### src/rtl/image_sprite_loader_if.sv
// Bundle of the sprite loader's control, byte-stream and BRAM write-port signals.
// The slave modport is the loader and the master modport is the host/bench side.
interface image_sprite_loader_if #(
  parameter int unsigned WIDTH  = 256,
  parameter int unsigned HEIGHT = 256
) ();
  localparam int unsigned ImgAw = $clog2(WIDTH * HEIGHT * 2);

  logic             start_in;
  logic             page_in;
  logic [7:0]       byte_in;
  logic             byte_valid_in;
  logic             byte_ready_out;
  logic [7:0]       palette_addr_out;
  logic [23:0]      palette_data_out;
  logic             palette_we_out;
  logic [ImgAw-1:0] image_addr_out;
  logic [7:0]       image_data_out;
  logic             image_we_out;
  logic             busy_out;
  logic             done_out;
  logic             error_out;

  modport slave (
    input  start_in, page_in, byte_in, byte_valid_in,
    output byte_ready_out, palette_addr_out, palette_data_out, palette_we_out,
    output image_addr_out, image_data_out, image_we_out, busy_out, done_out, error_out
  );

  modport master (
    output start_in, page_in, byte_in, byte_valid_in,
    input  byte_ready_out, palette_addr_out, palette_data_out, palette_we_out,
    input  image_addr_out, image_data_out, image_we_out, busy_out, done_out, error_out
  );
endinterface

### src/rtl/image_sprite_loader.sv
// Sprite store writer: loads a 256-entry {R,G,B} palette then one image page of
// 8-bit palette indices from a valid/ready byte stream into the BRAM write ports.
// Optional trailing checksum byte: define IMAGE_SPRITE_LOADER_CHECKSUM_EN.
module image_sprite_loader #(
  parameter int unsigned WIDTH     = 256,
  parameter int unsigned HEIGHT    = 256,
  parameter int unsigned PAL_DEPTH = 256
) (
  input logic                  pixel_clk_in,
  input logic                  rst_in,
  image_sprite_loader_if.slave bus
);
  localparam int unsigned Pix     = WIDTH * HEIGHT;
  localparam int unsigned ImgAw   = $clog2(Pix * 2);
  localparam int unsigned PixCw   = $clog2(Pix) + 1;
  localparam int unsigned PalCw   = $clog2(PAL_DEPTH) + 1;
  localparam bit          PixPow2 = ((Pix & (Pix - 1)) == 0);

  typedef enum logic [2:0] {StIdle, StPal, StImg, StChk, StDone} state_e;

  state_e           state_q, state_d;
  logic [1:0]       phase_q, phase_d;
  logic [7:0]       red_q, red_d, grn_q, grn_d;
  logic [PalCw-1:0] entry_q, entry_d;
  logic [PixCw-1:0] pix_q, pix_d;
  logic             page_q, page_d;
  logic [7:0]       sum_q, sum_d;
  logic             err_q, err_d;
  logic             ready_q, ready_d, busy_q, busy_d, done_q, done_d;
  logic             pal_we_q, pal_we_d, img_we_q, img_we_d;
  logic [7:0]       pal_addr_q, pal_addr_d;
  logic [23:0]      pal_data_q, pal_data_d;
  logic [ImgAw-1:0] img_addr_q, img_addr_d, pix_addr;
  logic [7:0]       img_data_q, img_data_d;
  logic             accept;

  assign accept = bus.byte_valid_in & ready_q;

  // Page offset: plain concatenation when the page size is a power of two.
  always_comb begin
    if (PixPow2) begin
      pix_addr = {page_q, pix_q[ImgAw-2:0]};
    end else begin
      pix_addr = ImgAw'(pix_q) + (page_q ? ImgAw'(Pix) : '0);
    end
  end

  // Next-state, counters, byte assembly and registered write-port values.
  always_comb begin
    state_d    = state_q;
    phase_d    = phase_q;
    red_d      = red_q;
    grn_d      = grn_q;
    entry_d    = entry_q;
    pix_d      = pix_q;
    page_d     = page_q;
    sum_d      = sum_q;
    err_d      = err_q;
    pal_we_d   = 1'b0;
    img_we_d   = 1'b0;
    pal_addr_d = pal_addr_q;
    pal_data_d = pal_data_q;
    img_addr_d = img_addr_q;
    img_data_d = img_data_q;

    unique case (state_q)
      StIdle: begin
        if (bus.start_in) begin
          page_d  = bus.page_in;
          phase_d = '0;
          red_d   = '0;
          grn_d   = '0;
          entry_d = '0;
          pix_d   = '0;
          sum_d   = '0;
          err_d   = 1'b0;
          state_d = StPal;
        end
      end
      StPal: begin
        if (accept) begin
          sum_d = sum_q + bus.byte_in;
          unique case (phase_q)
            2'd0: begin
              red_d   = bus.byte_in;
              phase_d = 2'd1;
            end
            2'd1: begin
              grn_d   = bus.byte_in;
              phase_d = 2'd2;
            end
            default: begin
              pal_we_d   = 1'b1;
              pal_addr_d = 8'(entry_q);
              pal_data_d = {red_q, grn_q, bus.byte_in};
              phase_d    = 2'd0;
              entry_d    = entry_q + 1'b1;
              if (entry_q == PalCw'(PAL_DEPTH - 1)) state_d = StImg;
            end
          endcase
        end
      end
      StImg: begin
        if (accept) begin
          sum_d      = sum_q + bus.byte_in;
          img_we_d   = 1'b1;
          img_addr_d = pix_addr;
          img_data_d = bus.byte_in;
          pix_d      = pix_q + 1'b1;
          if (pix_q == PixCw'(Pix - 1)) begin
`ifdef IMAGE_SPRITE_LOADER_CHECKSUM_EN
            state_d = StChk;
`else
            state_d = StDone;
`endif
          end
        end
      end
      StChk: begin
`ifdef IMAGE_SPRITE_LOADER_CHECKSUM_EN
        if (accept) begin
          if (bus.byte_in != sum_q) err_d = 1'b1;
          state_d = StDone;
        end
`else
        state_d = StIdle;
`endif
      end
      StDone: state_d = StIdle;
      default: state_d = StIdle;
    endcase

    // Status flags are decoded from the next state so they register alongside it.
    ready_d = (state_d == StPal) || (state_d == StImg) || (state_d == StChk);
    busy_d  = (state_d != StIdle);
    done_d  = (state_d == StDone);
  end

  // State and datapath registers; reset abandons any partial triplet or load.
  always_ff @(posedge pixel_clk_in or negedge rst_in) begin
    if (!rst_in) begin
      state_q    <= StIdle;
      phase_q    <= '0;
      red_q      <= '0;
      grn_q      <= '0;
      entry_q    <= '0;
      pix_q      <= '0;
      page_q     <= 1'b0;
      sum_q      <= '0;
      err_q      <= 1'b0;
      ready_q    <= 1'b0;
      busy_q     <= 1'b0;
      done_q     <= 1'b0;
      pal_we_q   <= 1'b0;
      img_we_q   <= 1'b0;
      pal_addr_q <= '0;
      pal_data_q <= '0;
      img_addr_q <= '0;
      img_data_q <= '0;
    end else begin
      state_q    <= state_d;
      phase_q    <= phase_d;
      red_q      <= red_d;
      grn_q      <= grn_d;
      entry_q    <= entry_d;
      pix_q      <= pix_d;
      page_q     <= page_d;
      sum_q      <= sum_d;
      err_q      <= err_d;
      ready_q    <= ready_d;
      busy_q     <= busy_d;
      done_q     <= done_d;
      pal_we_q   <= pal_we_d;
      img_we_q   <= img_we_d;
      pal_addr_q <= pal_addr_d;
      pal_data_q <= pal_data_d;
      img_addr_q <= img_addr_d;
      img_data_q <= img_data_d;
    end
  end

  assign bus.byte_ready_out   = ready_q;
  assign bus.busy_out         = busy_q;
  assign bus.done_out         = done_q;
  assign bus.palette_we_out   = pal_we_q;
  assign bus.palette_addr_out = pal_addr_q;
  assign bus.palette_data_out = pal_data_q;
  assign bus.image_we_out     = img_we_q;
  assign bus.image_addr_out   = img_addr_q;
  assign bus.image_data_out   = img_data_q;
`ifdef IMAGE_SPRITE_LOADER_CHECKSUM_EN
  assign bus.error_out        = err_q;
`else
  assign bus.error_out        = 1'b0;
`endif
endmodule

### src/flat_wrapper.sv
// flat-port wrapper written by rule: the top's interface ports become plain ports
module image_sprite_loader_flat 
#(
  parameter int unsigned WIDTH     = 256,
  parameter int unsigned HEIGHT    = 256,
  parameter int unsigned PAL_DEPTH = 256
)
  (pixel_clk_in, rst_in, bus_start_in, bus_page_in, bus_byte_in, bus_byte_valid_in, bus_byte_ready_out, bus_palette_addr_out, bus_palette_data_out, bus_palette_we_out, bus_image_addr_out, bus_image_data_out, bus_image_we_out, bus_busy_out, bus_done_out, bus_error_out);
  image_sprite_loader_if #(.WIDTH(WIDTH), .HEIGHT(HEIGHT)) bus_i ();
  input logic pixel_clk_in;
  input logic rst_in;
  input wire logic [$bits(bus_i.start_in)-1:0] bus_start_in;
  input wire logic [$bits(bus_i.page_in)-1:0] bus_page_in;
  input wire logic [$bits(bus_i.byte_in)-1:0] bus_byte_in;
  input wire logic [$bits(bus_i.byte_valid_in)-1:0] bus_byte_valid_in;
  output wire logic [$bits(bus_i.byte_ready_out)-1:0] bus_byte_ready_out;
  output wire logic [$bits(bus_i.palette_addr_out)-1:0] bus_palette_addr_out;
  output wire logic [$bits(bus_i.palette_data_out)-1:0] bus_palette_data_out;
  output wire logic [$bits(bus_i.palette_we_out)-1:0] bus_palette_we_out;
  output wire logic [$bits(bus_i.image_addr_out)-1:0] bus_image_addr_out;
  output wire logic [$bits(bus_i.image_data_out)-1:0] bus_image_data_out;
  output wire logic [$bits(bus_i.image_we_out)-1:0] bus_image_we_out;
  output wire logic [$bits(bus_i.busy_out)-1:0] bus_busy_out;
  output wire logic [$bits(bus_i.done_out)-1:0] bus_done_out;
  output wire logic [$bits(bus_i.error_out)-1:0] bus_error_out;
  assign bus_i.start_in = bus_start_in;
  assign bus_i.page_in = bus_page_in;
  assign bus_i.byte_in = bus_byte_in;
  assign bus_i.byte_valid_in = bus_byte_valid_in;
  assign bus_byte_ready_out = bus_i.byte_ready_out;
  assign bus_palette_addr_out = bus_i.palette_addr_out;
  assign bus_palette_data_out = bus_i.palette_data_out;
  assign bus_palette_we_out = bus_i.palette_we_out;
  assign bus_image_addr_out = bus_i.image_addr_out;
  assign bus_image_data_out = bus_i.image_data_out;
  assign bus_image_we_out = bus_i.image_we_out;
  assign bus_busy_out = bus_i.busy_out;
  assign bus_done_out = bus_i.done_out;
  assign bus_error_out = bus_i.error_out;
  image_sprite_loader #(.WIDTH(WIDTH), .HEIGHT(HEIGHT), .PAL_DEPTH(PAL_DEPTH)) u_core (.pixel_clk_in(pixel_clk_in), .rst_in(rst_in), .bus(bus_i));
endmodule
### config.mk
export PLATFORM = sky130hd
export DESIGN_NAME = image_sprite_loader_flat
export DESIGN_NICKNAME = d
export VERILOG_FILES = /design/src/rtl/image_sprite_loader_if.sv /design/src/rtl/image_sprite_loader.sv /design/src/flat_wrapper.sv
export SDC_FILE = /design/constraint.sdc
export NUM_CORES = 1
export LEC_CHECK = 0
export ABC_AREA = 1
export BUFFER_PORTS_ARGS = -buffer_cell sky130_fd_sc_hd__buf_4
export CAP_MARGIN = 20
export CORE_UTILIZATION = 45
export CTS_CLUSTER_SIZE = 40
export DETAILED_ROUTE_END_ITERATION = 8
export GPL_ROUTABILITY_DRIVEN = 0
export PLACE_DENSITY = 0.65
export SETUP_SLACK_MARGIN = 0.3
export SLEW_MARGIN = 20
export SYNTH_ARGS = -nofsm -noshare
export SYNTH_HDL_FRONTEND = slang
export SYNTH_SLANG_ARGS = --single-unit
### constraint.sdc
create_clock -name pixel_clk_in -period 2 [get_ports pixel_clk_in]
set_input_delay 0.2 -clock pixel_clk_in [delete_from_list [all_inputs] [get_ports pixel_clk_in]]
set_output_delay 0.2 -clock pixel_clk_in [all_outputs]
set_load 0.01 [all_outputs]
After elaboration in Yosys (flattened, before gate mapping) --
Cells that the tools add are included. W data, S select, Z words.
Word-level totals: bits of input ports 13, bits in registers 110, output and inout bits 63, word-level logic and storage cells 81
Operators by class: muxes and demuxes 30, reductions and logical operators 16, eq/ne operators 15, add/subtract/negate cells 2, bitwise operators 2
Operators with widths (count):
- $mux W8 | 5
- $mux W17 | 2
- $pmux W17 S2 | 1
- $pmux W8 S2 | 2
- $mux W9 | 3
- $mux W3 | 6
- $pmux W9 S2 | 1
- $add A17 B1 Y17 const B | 1
- $eq A17 B16 Y1 const B | 1
- $reduce_and A4 Y1 | 3
- $add A9 B1 Y9 const B | 1
- $eq A3 B2 Y1 const B | 3
- $eq A9 B8 Y1 const B | 1
- $pmux W3 S3 | 1
- $reduce_and A3 Y1 | 3
- $ne A2 B1 Y1 const B | 4
- $pmux W2 S2 | 2
- $eq A3 B1 Y1 const B | 2
- $mux W1 | 5
- $mux W2 | 2
- $ne A2 B2 Y1 const B | 2
- $reduce_and A2 Y1 | 2
- $reduce_bool A2 Y1 | 2
- $eq A3 B3 Y1 const B | 1
- 8 further kinds | 9

Depth between registers and ports, before layout --
word-level depth 8, mapped depth 11, mapped depth without buffers 11

Worst setup path before layout --
OpenSTA, ideal clock, no wires.
kind register to register, start point register u_core.pix_q[1], end point register u_core.busy_q (netlist: u_core.bus.busy_out), setup time 0.124 ns, clock period less this slack 1.740 ns, arrival time 1.616 ns, buffers on the path 0, data required time 1.876 ns, slack 0.260 ns, stages on the path, launching flop included 11, cell sequence dfrtp_1 -> ha_1 -> nand3_1 -> inv_1 -> nand2_1 -> nor3_1 -> ha_1 -> a21oi_1 -> a21oi_1 -> nand2_1 -> or2_1
Between the ends: longest elaborated chain between the ends 5
Ends and longest elaborated chain:
- start, declared | line image_sprite_loader.sv:25 | logic [PixCw-1:0] pix_q, pix_d;
- start signal, assigned | line image_sprite_loader.sv:166 | pix_q <= pix_d;
- $eq A17 B16 Y1 | line image_sprite_loader.sv:110 | if (pix_q == PixCw'(Pix - 1)) begin
- $mux W3 | line image_sprite_loader.sv:110
- $mux W3 | line image_sprite_loader.sv:104 | if (accept) begin
- $pmux W3 S3 | line image_sprite_loader.sv:66 | unique case (state_q)
- $reduce_bool A3 Y1 | line image_sprite_loader.sv:135 | busy_d = (state_d != StIdle);
- via u_core.busy_d | line image_sprite_loader.sv:29 | logic ready_q, ready_d, busy_q, busy_d, done_q, done_d;
- end signal, assigned | line image_sprite_loader.sv:171 | busy_q <= busy_d;
- end, declared | line image_sprite_loader.sv:29
The timed path passes the listed nets, and every way through them passes these cells. A chain may end at the register's enable or synchronous reset.

Worst setup path after layout --
start point register u_core.pix_q[7], end point register u_core.busy_q (netlist: u_core.bus.busy_out)
The elaborated chain is that of the path after synthesis.

==> metrics.txt <==
run status=finished clean; critical path's top delay family=simple AND/OR/NAND/NOR gates; CP Capture Type=flip-flop; Area growth, synth to finish=21.5%; share of the yosys chip area belonging to registers=56.5%; die width=106 µm; synthesis warning total=0; Post-Synthesis Cell Area=4880 µm²; Die H=106 µm; CTS tree=done; Max Fclk=0.569 GHz; type of the worst min-delay path=in2reg; Worst Setup Start Kind=flip-flop; CP Cell Sequence=nand2_1 > nor2_1 > inv_1 > nor3_4 > ha_2 > a21oi_2 > a21oi_2 > nand2_1 > or2_1; FF+latch count, synth=110; post-route fraction of the period consumed by the critical path=87.9%; half-perimeter wire length after detailed placement=7080 µm; CTS Buf Count=9; post-CTS clock slew at the launch and capture registers of the worst setup and hold paths=0.10 ns; worst clock skew=0.0125 ns; longest individual stage delay on the worst path=0.42 ns; summed negative setup slack over all endpoints=0 ns; core region area=10,400 µm²; initial antenna violation count=0; per-instance average area after synthesis=8.75 µm²; r2r setup slk=0.24 ns; EDFF count, synth=0; Max Fanout on Critical Path=4; post-detailed-route wirelength per cell=13.1 µm; total inserted antenna cells=0; final hold violation count=0; wire length reported by the detailed router=10,300 µm; Placement Rows=37; CP Buf/Inv Count=1; number of nets with antenna violations after routing=0; power density over cell area=748 nW/µm²; fraction of synthesized area in multiplexers=0%; max-cap violations=0; largest family of logic cells by synthesized area=simple AND/OR/NAND/NOR gates; overflow left after global routing=0; Cells after Synth=557; detailed-routing iteration count for the pre-antenna-repair pass=4; CP Data Arrival Time=2.03 ns; clock net sink count=110; area of all sequential standard cells=2750 µm²; largest net degree at the start of global routing=44; fraction of the mapped netlist area in compound gates=9.01%; area share of and/or/nand/nor cells after synthesis=25.3%; synthesized netlist net count=574; critical path type=reg2reg; fin. max-slew vios=0; prevailing post-synth register cell=sky130_fd_sc_hd__dfrtp_1; Crit path required time=2.28 ns; dpl ws=0.125 ns; setup violators final=0; RSZ-0062 raised after global routing=true; effective utilization at floorplan=46.8%; maximum vdd ir drop=0.341 mV; PortBufs=74; clock period minus worst slack=1.76 ns; share of synthesized registers carrying an async set or reset=100%; Yosys cell types=38; number of filler cells placed in the layout=969; total area of multi-input combinational cells=1820 µm²; NumNets Final=661; leakage power=3.10 nW; CTS HTree Levels=3; Boundary Pins=76; total die area=11,300 µm²; cell at the slowest stage of the critical path=sky130_fd_sc_hd__dfrtp_1; insertion delay to the later sink of the worst-skew pair=0.38 ns; ratio of cells with drive above 1 in the final layout=23.9%; via count of the first global-routing pass=3,750; number of buffers between clock root and the deepest sink=2; final worst-path setup slack=0.242 ns; adder-cell area share of the yosys netlist=1.03%; total via count after detailed routing=3,858; Detailed Route Iter0 Violations=223; first-pass GRT wire length=17,800 µm; CTS root buf=sky130_fd_sc_hd__clkbuf_8; total global routing track utilization=19.9%; number of remaining DRC errors=0; xor and xnor area share after synthesis=0.359%; detailed-route vias per instance=4.92
==> routing by layer <==
metal,global-route usage (%),share of wire [%],up-vias
met1,27.8,48,1844
met2,30.8,46,75
li1,-,-,1928
met4,8.33,1.5,0
met3,3.37,4.1,11
met5,0,0,-
==> worst register-to-register path, stage by stage, from the launching register on <==
cell and delay, ns:
sky130_fd_sc_hd__dfrtp_1 0.42, sky130_fd_sc_hd__nand2_1 0.10, sky130_fd_sc_hd__nor2_1 0.13, sky130_fd_sc_hd__inv_1 0.11, sky130_fd_sc_hd__nor3_4 0.21, sky130_fd_sc_hd__ha_2 0.22
sky130_fd_sc_hd__a21oi_2 0.06, sky130_fd_sc_hd__a21oi_2 0.13, sky130_fd_sc_hd__nand2_1 0.08, sky130_fd_sc_hd__or2_1 0.21
==> cell usage in the layout (no fill, tap or decap), drive strengths merged, types with 2 or more instances in the layout <==
cell type	Yosys	final
a21oi	15	15
ha	4	4
nor2	45	45
o21ai	57	57
nand4	16	16
buf	18	94
clkbuf	1	10
dfrtp	110	110
nor3	2	2
o21a	2	2
nand3	24	24
nand2	191	191
inv	62	65
==> cells by family after synthesis <==
| kind of cell | count (synthesis) |
|---|---|
| simple gates | 280 |
| flops | 110 |
| buf+inv | 82 |
| compound gates | 78 |
| fa+ha+maj | 4 |
| xor+xnor | 2 |
| other cells | 1 |
==> through the flow <==
stage	instances	total power, mW	utilization, %	cell area [µm²]	hold slack [ns]
after floorplan	557	2.77	-	4890	-0.0956
after global placement	758	3.02	53.4	5560	0.192
after detailed placement	758	3.04	53.4	5560	0.195
after CTS	782	4.47	56.2	5850	0.0101
after global routing	784	4.64	56.9	5920	0.0138
final	784	4.43	56.9	5920	0.0132
==> Yosys cell counts, types with 4 or more instances <==
library cell              instances  area (µm²)
sky130_fd_sc_hd__nand2_1        185         694
sky130_fd_sc_hd__dfrtp_1        110        2750
sky130_fd_sc_hd__inv_1           59         221
sky130_fd_sc_hd__o21ai_0         43         215
sky130_fd_sc_hd__nor2_1          40         150
sky130_fd_sc_hd__nand3_1         21         105
sky130_fd_sc_hd__nand4_1         16         100
sky130_fd_sc_hd__a21oi_1         13        65.1
sky130_fd_sc_hd__buf_2            7        35.0
sky130_fd_sc_hd__buf_6            7        78.8
sky130_fd_sc_hd__o21ai_1          7        35.0
sky130_fd_sc_hd__o21ai_2          7        61.3
sky130_fd_sc_hd__ha_1             4        50.1
sky130_fd_sc_hd__nand2_4          4        45.0
==> power by group <==
group / internal (mW) / total [mW] / switching [mW]
sequential: 2.36 / 2.47 / 0.112
combinational: 0.237 / 0.563 / 0.326
clock: 0.622 / 1.40 / 0.777
==> sequential cells by signal (all words and copies together) (netlist names) <==
| register | cells |
|---|---|
| u_core.bus.image_we_out | 1 |
| u_core.bus.palette_data_out | 24 |
| u_core.bus.busy_out | 1 |
| u_core.page_q | 1 |
| u_core.bus.image_data_out | 8 |
| u_core.grn_q | 8 |
| u_core.phase_q | 2 |
| u_core.state_q | 3 |
| u_core.bus.image_addr_out | 17 |
| u_core.bus.palette_we_out | 1 |
| u_core.red_q | 8 |
| u_core.bus.done_out | 1 |
| u_core.entry_q | 9 |
| u_core.bus.byte_ready_out | 1 |
| u_core.pix_q | 17 |
| u_core.bus.palette_addr_out | 8 |
==> cell type report <==
type / instances / share of cell area (%)
well taps: 136 / 2.87
clock inverters: 5 / 1.12
flip-flops and latches: 110 / 46.5
clock buffers: 10 / 2.32
inverters: 63 / 4.08
multi-input cells: 365 / 30.7
repair buffers: 95 / 12.4
==> path summary, 6_finish.rpt <==
path | start | cells after the start | end
min reg2reg | u_core.grn_q[3] | 2 | u_core.bus.palette_data_out[11]
max reg2reg | u_core.pix_q[7] | 9 | u_core.bus.busy_out
max | u_core.pix_q[7] | 9 | u_core.bus.busy_out
max in group asynchronous | rst_in | 3 | u_core.entry_q[1]
min | bus_page_in | 3 | u_core.page_q
min in group asynchronous | rst_in | 2 | u_core.pix_q[2]
==> what timing repair did <==
item / CTS / global route
endpoints found under the setup margin: 5 / 31
hold buffers: 1 / 0
setup buffers: 8 / 2
pin swaps: 5 / 8
resized for setup: 6 / 16
endpoints found under the hold margin: 33 / 0
(Power assumes the default switching activity.)
